==> src/rtl/data_bus_interconnect.sv <==
// data_bus_interconnect: single-master, eight-slave data-bus router with local error termination
module data_bus_interconnect #(
    parameter int TIMEOUT_CYCLES = 255
) (
    input  logic             clk,
    input  logic             rst_n,
    input  logic             core_req,
    input  logic             core_we,
    input  logic [3:0]       core_be,
    input  logic [31:0]      core_addr,
    input  logic [31:0]      core_wdata,
    output logic             core_gnt,
    output logic             core_rvalid,
    output logic [31:0]      core_rdata,
    output logic             core_err,
    output logic [7:0]       slv_req,
    output logic             slv_we,
    output logic [3:0]       slv_be,
    output logic [31:0]      slv_addr,
    output logic [31:0]      slv_wdata,
    input  logic [7:0]       slv_gnt,
    input  logic [7:0]       slv_rvalid,
    input  logic [7:0][31:0] slv_rdata
);
    localparam int CW = $clog2(TIMEOUT_CYCLES + 1);
    localparam logic [CW-1:0] CNT_MAX = CW'(TIMEOUT_CYCLES);
    localparam logic [CW-1:0] CNT_LIM = CW'(TIMEOUT_CYCLES - 1);

    typedef enum logic [1:0] {IDLE, WAIT_RESP, ERR_RESP} state_t;

    state_t        state_q, state_d;
    logic [2:0]    sel_q, sel_d;
    logic [CW-1:0] cnt_q, cnt_d;
    logic          hit;
    logic [2:0]    idx;

    assign slv_we    = core_we;
    assign slv_be    = core_be;
    assign slv_addr  = core_addr;
    assign slv_wdata = core_wdata;

    // Memory-map decode on the full 32-bit address
    always_comb begin
        hit = 1'b1;
        idx = 3'd0;
        if (core_addr[31:12] == 20'h00000)      idx = 3'd0;
        else if (core_addr[31:14] == 18'h00004) idx = 3'd1;
        else if (core_addr[31:14] == 18'h00040) idx = 3'd2;
        else if (core_addr[31:12] == 20'h01000) idx = 3'd3;
        else if (core_addr[31:12] == 20'h01001) idx = 3'd4;
        else if (core_addr[31:12] == 20'h01002) idx = 3'd5;
        else if (core_addr[31:12] == 20'h01003) idx = 3'd6;
        else if (core_addr[31:16] == 16'h0101)  idx = 3'd7;
        else                                     hit = 1'b0;
    end

    // Next state, request routing and response muxing; request path is held off while in reset
    always_comb begin
        state_d     = state_q;
        sel_d       = sel_q;
        cnt_d       = cnt_q;
        core_gnt    = 1'b0;
        core_rvalid = 1'b0;
        core_err    = 1'b0;
        core_rdata  = '0;
        slv_req     = '0;
        case (state_q)
            IDLE: begin
                if (core_req && rst_n) begin
                    if (hit) begin
                        slv_req[idx] = 1'b1;
                        core_gnt     = slv_gnt[idx];
                        if (slv_gnt[idx]) begin
                            sel_d   = idx;
                            cnt_d   = '0;
                            state_d = WAIT_RESP;
                        end
                    end else begin
                        core_gnt = 1'b1;
                        state_d  = ERR_RESP;
                    end
                end
            end
            WAIT_RESP: begin
                cnt_d = (cnt_q == CNT_MAX) ? cnt_q : cnt_q + 1'b1;
                if (slv_rvalid[sel_q]) begin
                    core_rvalid = 1'b1;
                    core_rdata  = slv_rdata[sel_q];
                    state_d     = IDLE;
                end else if (cnt_q >= CNT_LIM) begin
                    core_rvalid = 1'b1;
                    core_err    = 1'b1;
                    state_d     = IDLE;
                end
            end
            ERR_RESP: begin
                core_rvalid = 1'b1;
                core_err    = 1'b1;
                state_d     = IDLE;
            end
            default: state_d = IDLE;
        endcase
    end

    // State, selected slave and timeout counter registers
    always_ff @(posedge clk or negedge rst_n) begin
        if (!rst_n) begin
            state_q <= IDLE;
            sel_q   <= 3'd0;
            cnt_q   <= '0;
        end else begin
            state_q <= state_d;
            sel_q   <= sel_d;
            cnt_q   <= cnt_d;
        end
    end
endmodule

==> config.mk <==
export PLATFORM = sky130hd
export DESIGN_NAME = data_bus_interconnect
export DESIGN_NICKNAME = d
export VERILOG_FILES = /design/src/rtl/data_bus_interconnect.sv
export SDC_FILE = /design/constraint.sdc
export NUM_CORES = 1
export LEC_CHECK = 0
export CELL_PAD_IN_SITES_DETAIL_PLACEMENT = 1
export CELL_PAD_IN_SITES_GLOBAL_PLACEMENT = 2
export CORE_AREA = 2 2 178 180
export DETAILED_ROUTE_END_ITERATION = 6
export DIE_AREA = 0 0 180 182
export PLACE_DENSITY_LB_ADDON = 0.1
export SYNTH_ARGS = -nofsm -noshare
export SYNTH_HDL_FRONTEND = slang
export SYNTH_SLANG_ARGS = --single-unit
==> constraint.sdc <==
create_clock -name clk -period 4.5 [get_ports clk]
set_input_delay 0.9 -clock clk [delete_from_list [all_inputs] [get_ports clk]]
set_output_delay 0.9 -clock clk [all_outputs]
set_load 0.02 [all_outputs]
==> results of run 1 <==
[timing repair]
action,CTS,global route
endpoints found under the setup margin,9,1
resized for setup,19,9
buffers inserted,0,1
pin swaps,6,5
[layout by cell type (no fill, tap or decap), types with 2 or more instances in the layout]
cell | Yosys | routed
sky130_fd_sc_hd__a211oi_1 | 2 | 2
sky130_fd_sc_hd__ha_1 | 5 | 5
sky130_fd_sc_hd__a41oi_1 | 2 | 2
sky130_fd_sc_hd__and2_1 | 2 | 2
sky130_fd_sc_hd__nor3_1 | 4 | 3
sky130_fd_sc_hd__a311oi_1 | 4 | 4
sky130_fd_sc_hd__mux4_2 | 66 | 66
sky130_fd_sc_hd__mux2_4 | 4 | 4
sky130_fd_sc_hd__or4_1 | 6 | 4
sky130_fd_sc_hd__buf_12 | 0 | 3
sky130_fd_sc_hd__nand2_1 | 11 | 11
sky130_fd_sc_hd__dfrtp_1 | 13 | 10
sky130_fd_sc_hd__clkdlybuf4s50_1 | 0 | 342
sky130_fd_sc_hd__and3_1 | 5 | 5
sky130_fd_sc_hd__dlymetal6s2s_1 | 0 | 2
sky130_fd_sc_hd__a21boi_0 | 2 | 2
sky130_fd_sc_hd__buf_4 | 69 | 23
sky130_fd_sc_hd__mux2i_1 | 34 | 34
sky130_fd_sc_hd__nor2_2 | 0 | 2
sky130_fd_sc_hd__clkbuf_16 | 0 | 3
sky130_fd_sc_hd__nor2_1 | 48 | 46
sky130_fd_sc_hd__nor4_4 | 0 | 2
sky130_fd_sc_hd__dlygate4sd2_1 | 0 | 12
sky130_fd_sc_hd__a21oi_1 | 13 | 13
sky130_fd_sc_hd__nand2b_1 | 5 | 3
sky130_fd_sc_hd__dfrtp_4 | 0 | 2
sky130_fd_sc_hd__inv_1 | 10 | 10
sky130_fd_sc_hd__or4_4 | 0 | 2
sky130_fd_sc_hd__o21ai_0 | 3 | 3
[sequential cells by signal (all words and copies together), names as in the netlist]
| name | count |
|---|---|
| state_q | 2 |
| sel_q | 3 |
| cnt_q | 8 |
[through the flow]
stage	hold WS, ps	setup WS, ps	TNS, ps	instance area [µm²]	power [mW]
floorplan	482	712	0	3750	0.339
global placement	513	-139	-1080	7420	0.593
detailed placement	526	-230	-1880	7420	0.598
CTS	540	4.07	0	7510	0.775
global route	597	-0.108	-0.108	7560	0.812
finish	531	142	0	7560	0.767
[path summary, 6_finish.rpt]
path                              endpoint  slack (ps)  cells after the start           from
min in group asynchronous       state_q[0]        1050                      2          rst_n
worst max-delay path              core_gnt         140                     10  core_addr[12]
max in group asynchronous         sel_q[1]        3250                      2          rst_n
worst max register to register    sel_q[1]        2210                      5     state_q[0]
worst min-delay path              cnt_q[7]         530                      1       cnt_q[7]
worst min register to register    cnt_q[7]         530                      1       cnt_q[7]
[area by class of cell]
| class | instances | area share |
|---|---|---|
| Timing Repair Buffer | 382 | 0.500 |
| Sequential cell | 13 | 0.0442 |
| Inverter | 10 | 0.00496 |
| Multi-Input combinational cell | 246 | 0.373 |
| Clock buffer | 4 | 0.0104 |
| Tap cell | 402 | 0.0665 |
[critical path, stage by stage]
cell                              delay [ps]
sky130_fd_sc_hd__clkdlybuf4s50_1         580
sky130_fd_sc_hd__o31ai_2                 320
sky130_fd_sc_hd__or3b_4                  430
sky130_fd_sc_hd__buf_4                   150
sky130_fd_sc_hd__mux2_4                  300
sky130_fd_sc_hd__a31oi_4                 190
sky130_fd_sc_hd__or2_4                   160
sky130_fd_sc_hd__nor2_2                   40
sky130_fd_sc_hd__o21a_1                  210
sky130_fd_sc_hd__buf_4                   160
[cell usage after synthesis (all sizes together) (4+ instances only)]
cell type   n
mux4       66
nor2       48
buf        82
ha          5
mux2i      34
o21ai       4
nor3        4
mux2        4
dfrtp      13
a21oi      13
clkbuf     16
nand2      11
inv        10
nand2b      5
and3        6
a311oi      4
or4         6
[cells by family after synthesis]
logic type      after synthesis  share of synthesized area
buf+inv                     108                      0.180
mux                         104                      0.503
simple gates                 94                      0.125
compound gates               42                     0.0857
flops                        13                     0.0867
fa+ha+maj                     5                     0.0167
xor+xnor                      1                    0.00234
[power breakdown]
group / internal (mW) / switching [mW] / leakage, nW
registers: 0.121 / 0.00402 / 0.175
clock network: 0.120 / 0.0489 / 0.0382
logic: 0.325 / 0.148 / 2.33
total: 0.565 / 0.201 / 2.55
[layer usage]
layer / track usage / part of all wire
met1: 0.169 / 0.39
met2: 0.271 / 0.53
met3: 0.0385 / 0.071
met4: 0.0140 / 0.0044
met5: 0 / 0.0011
==> metrics.md, run 1 <==
| Metric | Value |
|---|---|
| Run status | finished, final reports clean |
| Number of synthesized register bits | 13 |
| Worst setup SP type | primary input |
| Total grt overflow | 0 |
| Crit path max fanout | 8 |
| Clock tree buffer depth | 2 |
| Asr flop ratio synth | 1.00 |
| Period utilization | 0.969 |
| Final Max Slew Viols | 0 |
| Actual slew at the worst max-slew pin | 666 ps |
| Synthesized cell area | 0.00375 mm² |
| Global-route wire length before repair | 35400 µm |
| Total wire length after detailed routing | 24600 µm |
| Number of warnings reported in the yosys synthesis log | 0 |
| Clock buffer count from CTS | 3 |
| Critical path class | in -> out |
| Data required time of the critical path | 3600 ps |
| Synth Instances | 367 |
| Clock-pin transition on the worst setup and hold timing paths | 40 ps |
| Static power due to leakage | 2.55 nW |
| Number of fill cells in the layout | 3517 |
| Setup-violating endpoint count in the final report | 0 |
| Insertion delay of the later-clocked pin in the worst-skew pair | 240 ps |
| Max rail drop VDD | 0.0869 mV |
| Final Hold Vio Count | 0 |
| Largest net degree at the start of global routing | 66 |
| Average vias per placed instance | 4.09 |
| Share of Yosys cell area claimed by the top area cell type | 0.396 |
| Clock tree root buffer cell | sky130_fd_sc_hd__clkbuf_16 |
| Area Overhead vs Synth | 102% |
| Clock tree sinks | 13 |
| DR WL/cell | 23.2 µm |
| GRT Overall Usage | 0.145 |
| Number of levels in the clock H-tree | 1 |
| Most area-hungry cell type in the Yosys netlist | sky130_fd_sc_hd__mux4_2 |
| Minimum clock period | 4360 ps |
| Max Clock Skew | 2.28 ps |
| Max Clock Freq | 229 MHz |
| DPL Wire Length | 21000 µm |
| Count of unique library cells instantiated by Yosys | 51 |
| Power Density | 101 mW/mm² |
| Number of antenna repair diodes | 0 |
| Number of rows created at floorplan | 65 |
| Fraction of layout cells with a size suffix above 1 | 0.186 |
| Port buffer count | 357 |
| Number of nets in the layout | 1005 |
| Chip height | 182 µm |
| # Max-Cap Violations | 0 |
| Area used by sequential logic in the layout | 334 µm² |
| Syn_area_per_cell | 10.2 µm² |
| Initial antenna violation count | 2 |
| Die Width | 180 µm |
| Post-CTS Hold Buffers | 0 |
| Antenna-violating nets left | 0 |
| Final routed DRC violation total | 0 |
| Sequential cell area fraction in the yosys report | 0.0867 |
| Combined area of the multi-input logic cells | 0.00283 mm² |
| Dpl cells | 1052 |
| Worst min path class | reg -> reg |
| TritonRoute pass-1 iters | 4 |
| Post-Synthesis Net Count | 716 |
| Ys flop type | sky130_fd_sc_hd__dfrtp_1 |
| Layout Cells excl Fill | 1057 |
| Initial standard-cell utilization of the core | 0.121 |
| Number of ports placed on the die boundary | 456 |
| Total number of vias | 4328 |
| Rel. slew slack | 0.556 |
| Total Die Area | 0.0328 mm² |
| Arrival @ worst endpoint | 3460 ps |
| Core region area | 0.0310 mm² |
| Setup crit end kind | output port |
| Number of enable-type register cells in the synthesized netlist | 0 |
| Final core occ | 0.244 |
| Leading post-synthesis cells by cell area | sky130_fd_sc_hd__mux4_2 40%, sky130_fd_sc_hd__buf_4 14%, sky130_fd_sc_hd__mux2i_1 9.1% |
| Count of routing violations after the opening detailed-route iteration | 151 |
| Vias in the first global route | 4775 |
| Gpl congestion | 0.827 |
| TritonCTS clock tree | built |
No activity file was read; power rests on OpenSTA's default activity.
==> inputs of run 2 (changes only) <==
--- a/config.mk
+++ b/config.mk
@@ -11,6 +11,7 @@
 export DETAILED_ROUTE_END_ITERATION = 6
 export DIE_AREA = 0 0 180 182
 export PLACE_DENSITY_LB_ADDON = 0.1
+export SETUP_SLACK_MARGIN = 0.02
 export SYNTH_ARGS = -nofsm -noshare
 export SYNTH_HDL_FRONTEND = slang
 export SYNTH_SLANG_ARGS = --single-unit
==> run 2 against run 1 <==
Effect of this change:
- combinational power barely moved
- non-clock buffer count did not move
- critical path type unchanged
- final cell count did not move
- wire length barely moved
- utilization barely moved
- first-iteration DRC count fell by 3.3%
- sequential share of layout area barely moved
- global-route usage did not move
- total power barely moved
- via count rose by 0.16%
- die area did not move
- critical path depth rose by 1
==> metrics.md, run 2 (synthesis results as in run 1) <==
| Metric | Value |
|---|---|
| Startpoint of the worst register-to-register path | state_q[0] |
| Worst hold-check slack | 531 ps (unchanged) |
| Buffers and inverters on the worst path | 3 (unchanged) |
| Worst setup timing slack at the placement stage | -230 ps (unchanged) |
| Setup repair after global routing missed its margin | no |
| Total number of vias | 4335 (+0.16%) |
| TritonCTS clock tree | built |
| Total placed instance area | 0.00742 mm² (unchanged) |
| Area Overhead vs Synth | 102% (about the same) |
| Clock buffer count from CTS | 3 (unchanged) |
| Total grt overflow | 0 (unchanged) |
| Count of routing violations after the opening detailed-route iteration | 146 (-3.3%) |
| Setup crit end kind | output port |
| Core region area | 0.0310 mm² (unchanged) |
| Rel. slew slack | 0.558 (+0.00177) |
| Clock tree sinks | 13 (unchanged) |
| Number of rows created at floorplan | 65 (unchanged) |
| Largest register FFs | 8 (unchanged) |
| Minimum clock period | 4340 ps (-16.3 ps) |
| Crit path max fanout | 5 (-3) |
| Clock share of power | 0.220 (about the same) |
| Total Die Area | 0.0328 mm² (unchanged) |
| Clock tree buffer depth | 2 (unchanged) |
| Reg power frac | 0.163 (about the same) |
| Worst min path class | reg -> reg |
| Data required time of the critical path | 3600 ps (about the same) |
| Final Hold Vio Count | 0 (unchanged) |
| Most common library cell in the layout ignoring fill and taps | sky130_fd_sc_hd__clkdlybuf4s50_1 |
| Launch point of the worst hold path | cnt_q[7] |
| Register with the highest flop count | cnt_q |
| Global-route wire length before repair | 35400 µm (unchanged) |
| Crit path top cell by count | sky130_fd_sc_hd__buf_4 |
| Max Clock Freq | 230 MHz (+0.38%) |
| Final TNS setup | 0 ps (unchanged) |
| Total wire length after detailed routing | 24600 µm (about the same) |
| Gpl congestion | 0.827 (unchanged) |
| Layout Cells excl Fill | 1057 (unchanged) |
| Highest-delay cell along the critical path | sky130_fd_sc_hd__clkdlybuf4s50_1 |
| Number of fill cells in the layout | 3518 (+0.028%) |
| Internal power consumption | 0.565 mW (about the same) |
| Final WS setup | 158 ps (+16.3 ps) |
| # Max-Cap Violations | 0 (unchanged) |
| Crit path from | core_addr[24] |
| Antenna-violating nets left | 0 (unchanged) |
| Actual slew at the worst max-slew pin | 663 ps (-2.66 ps) |
| Average vias per placed instance | 4.10 (+0.16%) |
| Biggest regs | cnt_q x8, sel_q x3, state_q x2 |
| Static power due to leakage | 2.57 nW (+1.1%) |
| GRT Overall Usage | 0.145 (unchanged) |
| Clock-pin transition on the worst setup and hold timing paths | 40 ps (about the same) |
| Arrival @ worst endpoint | 3440 ps (-20 ps) |
| Number of nets in the layout | 1005 (unchanged) |
| Number of levels in the clock H-tree | 1 (unchanged) |
| Die Width | 180 µm (unchanged) |
| Largest delay contributor family on the critical path | buffers and inverters |
| DR WL/cell | 23.3 µm (about the same) |
| Worst setup SP type | primary input |
| Post-CTS Hold Buffers | 0 (unchanged) |
| Period utilization | 0.965 (-0.00363) |
| Final Max Slew Viols | 0 (unchanged) |
| Port buffer count | 357 (unchanged) |
| Number of ports placed on the die boundary | 456 (unchanged) |
| Max stage delay on crit path | 600 ps (+20 ps) |
| Max rail drop VDD | 0.0867 mV (-0.19%) |
| Largest net degree at the start of global routing | 66 (unchanged) |
| Final Total Pwr | 0.767 mW (about the same) |
| Initial antenna violation count | 2 (unchanged) |
| Setup-violating endpoint count in the final report | 0 (unchanged) |
| Net switching power | 0.202 mW (+0.11%) |
| DPL Wire Length | 21000 µm (unchanged) |
| Critical path class | in -> out |
| Insertion delay of the later-clocked pin in the worst-skew pair | 240 ps (about the same) |
| Vias in the first global route | 4768 (-0.15%) |
| Critical Path, Cell by Cell | clkdlybuf4s50_1 > nand2b_4 > o31ai_2 > or3b_4 > buf_4 > mux2_4 > a31oi_4 > or2_4 > nor2_2 > o21a_1 > buf_4 |
| Final routed DRC violation total | 0 (unchanged) |
| Power Density | 101 mW/mm² (-0.11%) |
| Max Clock Skew | 2.14 ps (-0.147 ps) |
| Clock tree root buffer cell | sky130_fd_sc_hd__clkbuf_16 |
| Commonest non-fill, non-tap cells in the layout | 339 x sky130_fd_sc_hd__clkdlybuf4s50_1, 66 x sky130_fd_sc_hd__mux4_2, 46 x sky130_fd_sc_hd__nor2_1, 34 x sky130_fd_sc_hd__mux2i_1, 23 x sky130_fd_sc_hd__buf_4 |
| Switch share | 0.263 (+0.000316) |
| Chip height | 182 µm (unchanged) |
| Dpl cells | 1052 (unchanged) |
| Combinational power share | 0.617 (about the same) |
| Number of antenna repair diodes | 0 (unchanged) |
| Run status | finished, final reports clean |
| Final core occ | 0.244 (about the same) |
| Initial standard-cell utilization of the core | 0.121 (unchanged) |
| Cell area after layout | 0.00757 mm² (about the same) |
| Fraction of layout cells with a size suffix above 1 | 0.186 (unchanged) |
| TritonRoute pass-1 iters | 4 (unchanged) |
-- run 2: changes by cell type in the layout (fill, tap and decap cells not counted) --
cell / delta
sky130_fd_sc_hd__clkdlybuf4s50_1: -3
sky130_fd_sc_hd__dlymetal6s2s_1: +3
-- run 2: final timing paths --
kind	slack [ps]	endpoint	cells past startpoint
worst max-delay path	160	core_gnt	11
worst min-delay path	530	cnt_q[7]	1
worst max register to register	2200	sel_q[1]	5
worst min register to register	530	cnt_q[7]	1
max in group asynchronous	3250	sel_q[1]	2
min in group asynchronous	1050	state_q[0]	2
-- run 2: area by class of cell --
cell class	instances	area, µm²	share of cell area
clock buffers	4	78.8	0.0104
inverters	10	37.5	0.00496
multi-input cells	246	2830	0.373
flip-flops and latches	13	334	0.0441
well taps	402	503	0.0664
repair buffers	382	3790	0.501
-- run 2: repair_timing --
| action | 4_1_cts | 5_1_grt |
|---|---|---|
| cloned | 0 | 0 |
| gates resized for setup | 20 | 11 |
| pin swaps | 6 | 6 |
| endpoints found under the setup margin | 9 | 1 |
| buffers inserted | 0 | 1 |
-- run 2: metal layers --
layer	wire length, µm	vias to the layer above	global-route usage
met4	107	4	0.0140
met3	1770	12	0.0385
met1	9570	2142	0.170
met2	13100	242	0.271
met5	27	-	0
li1	-	1935	-
-- run 2: power by group through the flow --
stage,Clock (mW),Sequential [mW],Combinational [mW]
finish,0.168,0.125,0.473
floorplan,0,0.126,0.213
CTS,0.173,0.125,0.477
detailed placement,0,0.127,0.471
global route,0.177,0.126,0.508
global placement,0,0.127,0.466
-- run 2: worst register-to-register path, stage by stage, from the launching register on --
cell,delay [ps]
sky130_fd_sc_hd__dfrtp_1,370
sky130_fd_sc_hd__inv_1,110
sky130_fd_sc_hd__ha_1,460
sky130_fd_sc_hd__and2_1,280
sky130_fd_sc_hd__or3b_1,590
sky130_fd_sc_hd__mux2_4,370
==> RTL change 1: new RTL, config.mk and constraints of run 2 <==
The 3 states of `state_t` get a one-hot encoding in 3 bits.
--- a/src/rtl/data_bus_interconnect.sv
+++ b/src/rtl/data_bus_interconnect.sv
@@ -26,7 +26,7 @@
     localparam logic [CW-1:0] CNT_MAX = CW'(TIMEOUT_CYCLES);
     localparam logic [CW-1:0] CNT_LIM = CW'(TIMEOUT_CYCLES - 1);
 
-    typedef enum logic [1:0] {IDLE, WAIT_RESP, ERR_RESP} state_t;
+    typedef enum logic [2:0] {IDLE = 3'b001, WAIT_RESP = 3'b010, ERR_RESP = 3'b100} state_t;
 
     state_t        state_q, state_d;
     logic [2:0]    sel_q, sel_d;
Function: same outputs for any inputs over 4 cycles, from zero or initial values and one cycle with rst_n low; so few cycles prove little.
==> RTL change 1 against run 2 <==
Via count shrank 0.18%. Sequential cell count grew 1. Cell count grew 1.6%. Combinational power shrank 16%. Critical path depth shrank 3. First-iteration DRC count grew 13%. Routed wire length shrank 1.5%. Setup slack gained 0.049 ns. Design area shrank 0.84%. Sequential power grew 3%. Total power shrank 8.8%. Area after synthesis shrank 0.17%. Clock power grew 3%.
==> RTL change 1: results (changes against run 2) <==
Drt:
- The detailed router's first-iteration violation count is 165 (+13%).
- The routed length per instance is 22.5 µm (-3.0%).
- The routed wire length is 24200 µm (-1.5%).
- The number of vias per cell after detailed routing came to 4.03 (-1.8%).

Yosys:
- The mean cell area of the mapped netlist came to 9.96 µm² (-2.6%).
- The number of library cell types mapped by synthesis is 49 (-3.9%).
- By area the synthesized netlist is led by sky130_fd_sc_hd__mux4_2 (40%), sky130_fd_sc_hd__buf_4 (14%), sky130_fd_sc_hd__mux2i_1 (9.4%).
- The synthesized net count is 722 (+0.84%).

Critical path:
- The capture instance of the worst register-to-register path is cnt_q[5].
- The longest individual stage delay on the worst path came to 0.62 ns (+0.02 ns).
- The reg-to-reg setup timing slack came to 2.32 ns (+0.12 ns).

Placement:
- The worst slack after detailed placement is -0.0390 ns (+0.191 ns).
- The number of placed cells counting well taps was 1063 (+1.0%).
- The half-perimeter wire length after detailed placement is 20800 µm (-0.92%).

Power and ir drop:
- The total combinational power was 0.397 mW (-16%).
- The register share of total power is 18.5% (+2.2 points).
- The sequential group power is 0.129 mW (+3%).
- The peak supply drop is 0.0989 mV (+14%).
- The static power due to leakage was 2.62 nW (+1.8%).

Layout:
- The largest registers in the layout are cnt_q x8, sel_q x3, state_q x3.
- The net count of the finished layout is 1012 (+0.70%).

STA:
- The portion of the clock cycle consumed by the worst path in the final layout was 95.4% (-1.1 points).
- The worst relative slew slack is 22.8% (-33 points).

GRT:
- The maximum number of pins on one net before global-route repair is 41 (-38%).
- The number of antenna violations at the first check in global routing is 7 (+5).

Run status:
- The run finished with clean final reports.
-- RTL change 1: cell type report --
| type | count | area, µm² | share of cell area, % |
|---|---|---|---|
| Timing Repair Buffer | 380 | 3780 | 50.3 |
| Multi-Input combinational cell | 261 | 2750 | 36.6 |
| Tap cell | 402 | 503 | 6.70 |
| Sequential cell | 14 | 360 | 4.80 |
| Clock buffer | 4 | 78.8 | 1.05 |
| Inverter | 6 | 22.5 | 0.300 |
| Antenna cell | 7 | 17.5 | 0.233 |
-- RTL change 1: per-layer routing --
metal  vias up  GRT usage [%]  routed length, µm
met3        30           3.59               1700
met5         -              0                 18
met1      2106           15.8               9070
li1       1948              -                  -
met4         2           3.41                233
met2       241           26.7              13200
-- RTL change 1: how the worst max path moves through the flow --
| stage | from | to | cells after the start |
|---|---|---|---|
| after floorplan | core_addr[29] | core_gnt | 8 |
| after global placement | core_addr[29] | core_gnt | 9 |
| after detailed placement | core_addr[29] | core_gnt | 9 |
| after CTS | core_addr[29] | core_gnt | 10 |
| after global routing | core_addr[29] | slv_req[0] | 8 |
| final | core_addr[29] | slv_req[0] | 8 |
-- RTL change 1: stage by stage --
step / util [%] / hold slack, ns
2_1_floorplan: - / 0.457
3_3_place_gp: 23.9 / 0.481
3_5_place_dp: 23.9 / 0.493
4_1_cts: 24.1 / 0.499
5_1_grt: 24.2 / 0.532
6_report: 24.2 / 0.495
-- RTL change 1: cells by family (layout without fill, tap and decap cells) --
logic type                 count (synthesis)  in the layout  share of synthesized area (%)
other                                      0              7                              0
DFF                                       14             14                           9.39
adders and majority gates                  2              2                          0.668
and+or+nand+nor                          120            120                           15.9
muxes                                    103            103                           49.6
buffers and inverters                    101            390                           17.5
xor gates and xnor gates                   2              2                          0.468
AOI/OAI and AO/OA                         34             34                           6.45
==> RTL change 2: new RTL, config.mk and constraints of run 2 <==
Without the edit above. `TIMEOUT_CYCLES`: 255 -> 510.
--- a/src/rtl/data_bus_interconnect.sv
+++ b/src/rtl/data_bus_interconnect.sv
@@ -1,6 +1,6 @@
 // data_bus_interconnect: single-master, eight-slave data-bus router with local error termination
 module data_bus_interconnect #(
-    parameter int TIMEOUT_CYCLES = 255
+    parameter int TIMEOUT_CYCLES = 510
 ) (
     input  logic             clk,
     input  logic             rst_n,
Function: same outputs for any inputs over 4 cycles, from zero or initial values and one cycle with rst_n low; that may be too few to reach the edited logic, so the function may still have changed.
==> RTL change 2 against run 2 <==
Sequential share of layout area up 0.27 points. Total power up 2.7%. Count of clock-buffer cells in the layout unchanged. Die area unchanged. Design area up 0.66%. Register-to-register slack better by 0.06 ns. Sequential cell count up 1. Routed wire length down 0.26%. Setup slack better by 0.069 ns. Non-clock buffer count down 5. Critical path depth down 3. Synthesized cell count up 3.0%. Area after synthesis up 3.4%. Largest cell class unchanged.
==> RTL change 2: results (changes against run 2) <==
Clock network:
- The worst-skew pair later-pin latency is 0.25 ns.
- The maximum count of clock buffers along a single path was 2 (unchanged).
- The count of buffers added by post-CTS timing repair for setup is 0 (unchanged).
- The number of buffers created by CTS came to 3 (unchanged).
- The tree is rooted in a sky130_fd_sc_hd__clkbuf_16.

Yosys:
- The number of library cell types mapped by synthesis is 53 (+3.9%).
- By count the netlist is led by sky130_fd_sc_hd__buf_4 (69), sky130_fd_sc_hd__mux4_2 (66), sky130_fd_sc_hd__nor2_1 (52).
- The sequential cell area fraction in the yosys report is 9.03% (+0.36 points).
- The synthesized net count is 728 (+1.7%).
- Yosys attributes the largest share of cell area to sky130_fd_sc_hd__mux4_2 (38%), sky130_fd_sc_hd__buf_4 (13%), sky130_fd_sc_hd__dfrtp_1 (9.0%).
- The synthesized netlist cell count is 378 (+3.0%).

STA:
- The largest clock skew in the final design is 0.00592 ns (+0.00379 ns).
- The worst-margin pin slew came to 0.721 ns (+0.0577 ns).
- The least setup slack across all paths after layout is 0.227 ns (+0.0692 ns).
- The worst relative slew slack is 51.9% (-3.8 points).

Critical path:
- The number of cell instances on the worst register-to-register path is 8 (+3).
- Among all stages on the critical path, the largest delay is contributed by sky130_fd_sc_hd__clkdlybuf4s50_1.
- The longest individual stage delay on the worst path is 0.57 ns (-0.03 ns).
- The critical path ends at slv_req[2].
- The arrival time at the worst endpoint is 3.37 ns (-0.07 ns).
- The reg-to-reg setup timing slack came to 2.26 ns (+0.06 ns).
- The startpoint of the most critical setup path is core_addr[18].
- The top fanout value on the critical path is 5 (unchanged).
- The startpoint identified for the worst register-to-register timing path is state_q[1].
- The capture instance of the worst register-to-register path is cnt_q[6].

GRT:
- The met3 usage is 3.27% (-0.58 points).
- The wire length of the first global-routing pass is 34700 µm (-1.8%).
- The met2 demand-to-capacity share in global routing was 27.5% (+0.37 points).
- The global routing usage summed across all routing layers is 14.2% (-0.22 points).
- The number of global-route vias before repair is 4732 (-0.76%).
- The met1 track demand over resource in global routing was 16.0% (-1.0 points).

Power and ir drop:
- The static power due to leakage was 2.48 nW (-3.5%).
- The net switching power figure came to 0.202 mW (+0.10%).
- The peak supply drop is 0.103 mV (+19%).

Placement:
- The count of buffers from port buffering is 357 (unchanged).
- The worst slack after detailed placement was -0.0569 ns (+0.173 ns).
- The final RePlAce weighted congestion is 0.846 (+2.2%).
- The half-perimeter wire length after detailed placement is 20900 µm (about the same).
- The number of placed cells counting well taps was 1063 (+1.0%).

Run status:
- The flow ran to the end, and the final reports show no timing, DRC or antenna violations.

Drt:
- The routed wire length is 24500 µm (-0.26%).
- The number of vias in the routed layout is 4361 (+0.60%).
- The detailed router's first-iteration violation count is 143 (-2.1%).
- The routed length per instance is 22.9 µm (-1.5%).

Layout:
- The net count of the finished layout was 1016 (+1.1%).
- The number of fill cells in the layout came to 3515 (-0.085%).
- The layout cell share with drive strength beyond 1 is 17.4% (-1.2 points).
- In the final layout, the registers with the most flip-flops are cnt_q x9, sel_q x3, state_q x2.

Worst hold path:
- In this run the most critical hold path is launched from cnt_q[6].
-- RTL change 2: worst min-delay path by stage --
stage                     to  slack, ns  cells after the start
floorplan           cnt_q[6]       0.47                      1
global placement    cnt_q[6]       0.50                      1
detailed placement  cnt_q[6]       0.52                      1
CTS                 cnt_q[6]       0.53                      1
global route        cnt_q[6]       0.57                      1
finish              cnt_q[6]       0.54                      1
-- RTL change 2: kinds of logic after synthesis --
group / share of synthesized area [%]
XOR/XNOR: 0.226
AND/OR/NAND/NOR: 15.8
flip-flops: 9.03
buffers and inverters: 16.8
multiplexers: 47.1
adder cells (fa/ha/maj): 1.94
AO/OA/AOI/OAI: 9.03
-- RTL change 2: what timing repair did --
action,4_1_cts,5_1_grt
endpoints found under the hold margin,0,0
setup endpoints to repair,1,2
pin swaps,0,0
hold buffers,0,0
gates resized for setup,2,1
-- RTL change 2: metrics by stage --
stage	power, mW	setup TNS (ns)	instance area (µm²)	hold slack (ns)
3_3_place_gp	0.593	0	7520	0.505
3_5_place_dp	0.599	-0.0569	7520	0.521
5_1_grt	0.832	0	7620	0.569
6_report	0.787	0	7620	0.538
2_1_floorplan	0.343	0	3880	0.468
4_1_cts	0.801	0	7610	0.533
-- RTL change 2: power groups by stage --
stage          Clock (mW)  Sequential, mW  Combinational [mW]
2_1_floorplan           0           0.135               0.208
3_3_place_gp            0           0.137               0.456
3_5_place_dp            0           0.137               0.462
4_1_cts             0.200           0.135               0.466
5_1_grt             0.205           0.135               0.491
6_report            0.193           0.134               0.460
-- RTL change 2: layout make-up --
class | count | share of cell area, %
tap | 402 | 6.60
clock buffer | 4 | 1.17
timing repair buffer | 377 | 49.2
multi-input combinational | 262 | 37.9
sequential | 14 | 4.68
inverter | 8 | 0.394
antenna | 3 | 0.0985
-- RTL change 2: per-layer routing --
layer  wire [µm]  up-vias
met5           0        -
met4         344        0
met3        1430       26
met2       13500      198
met1        9220     2172
li1            -     1965
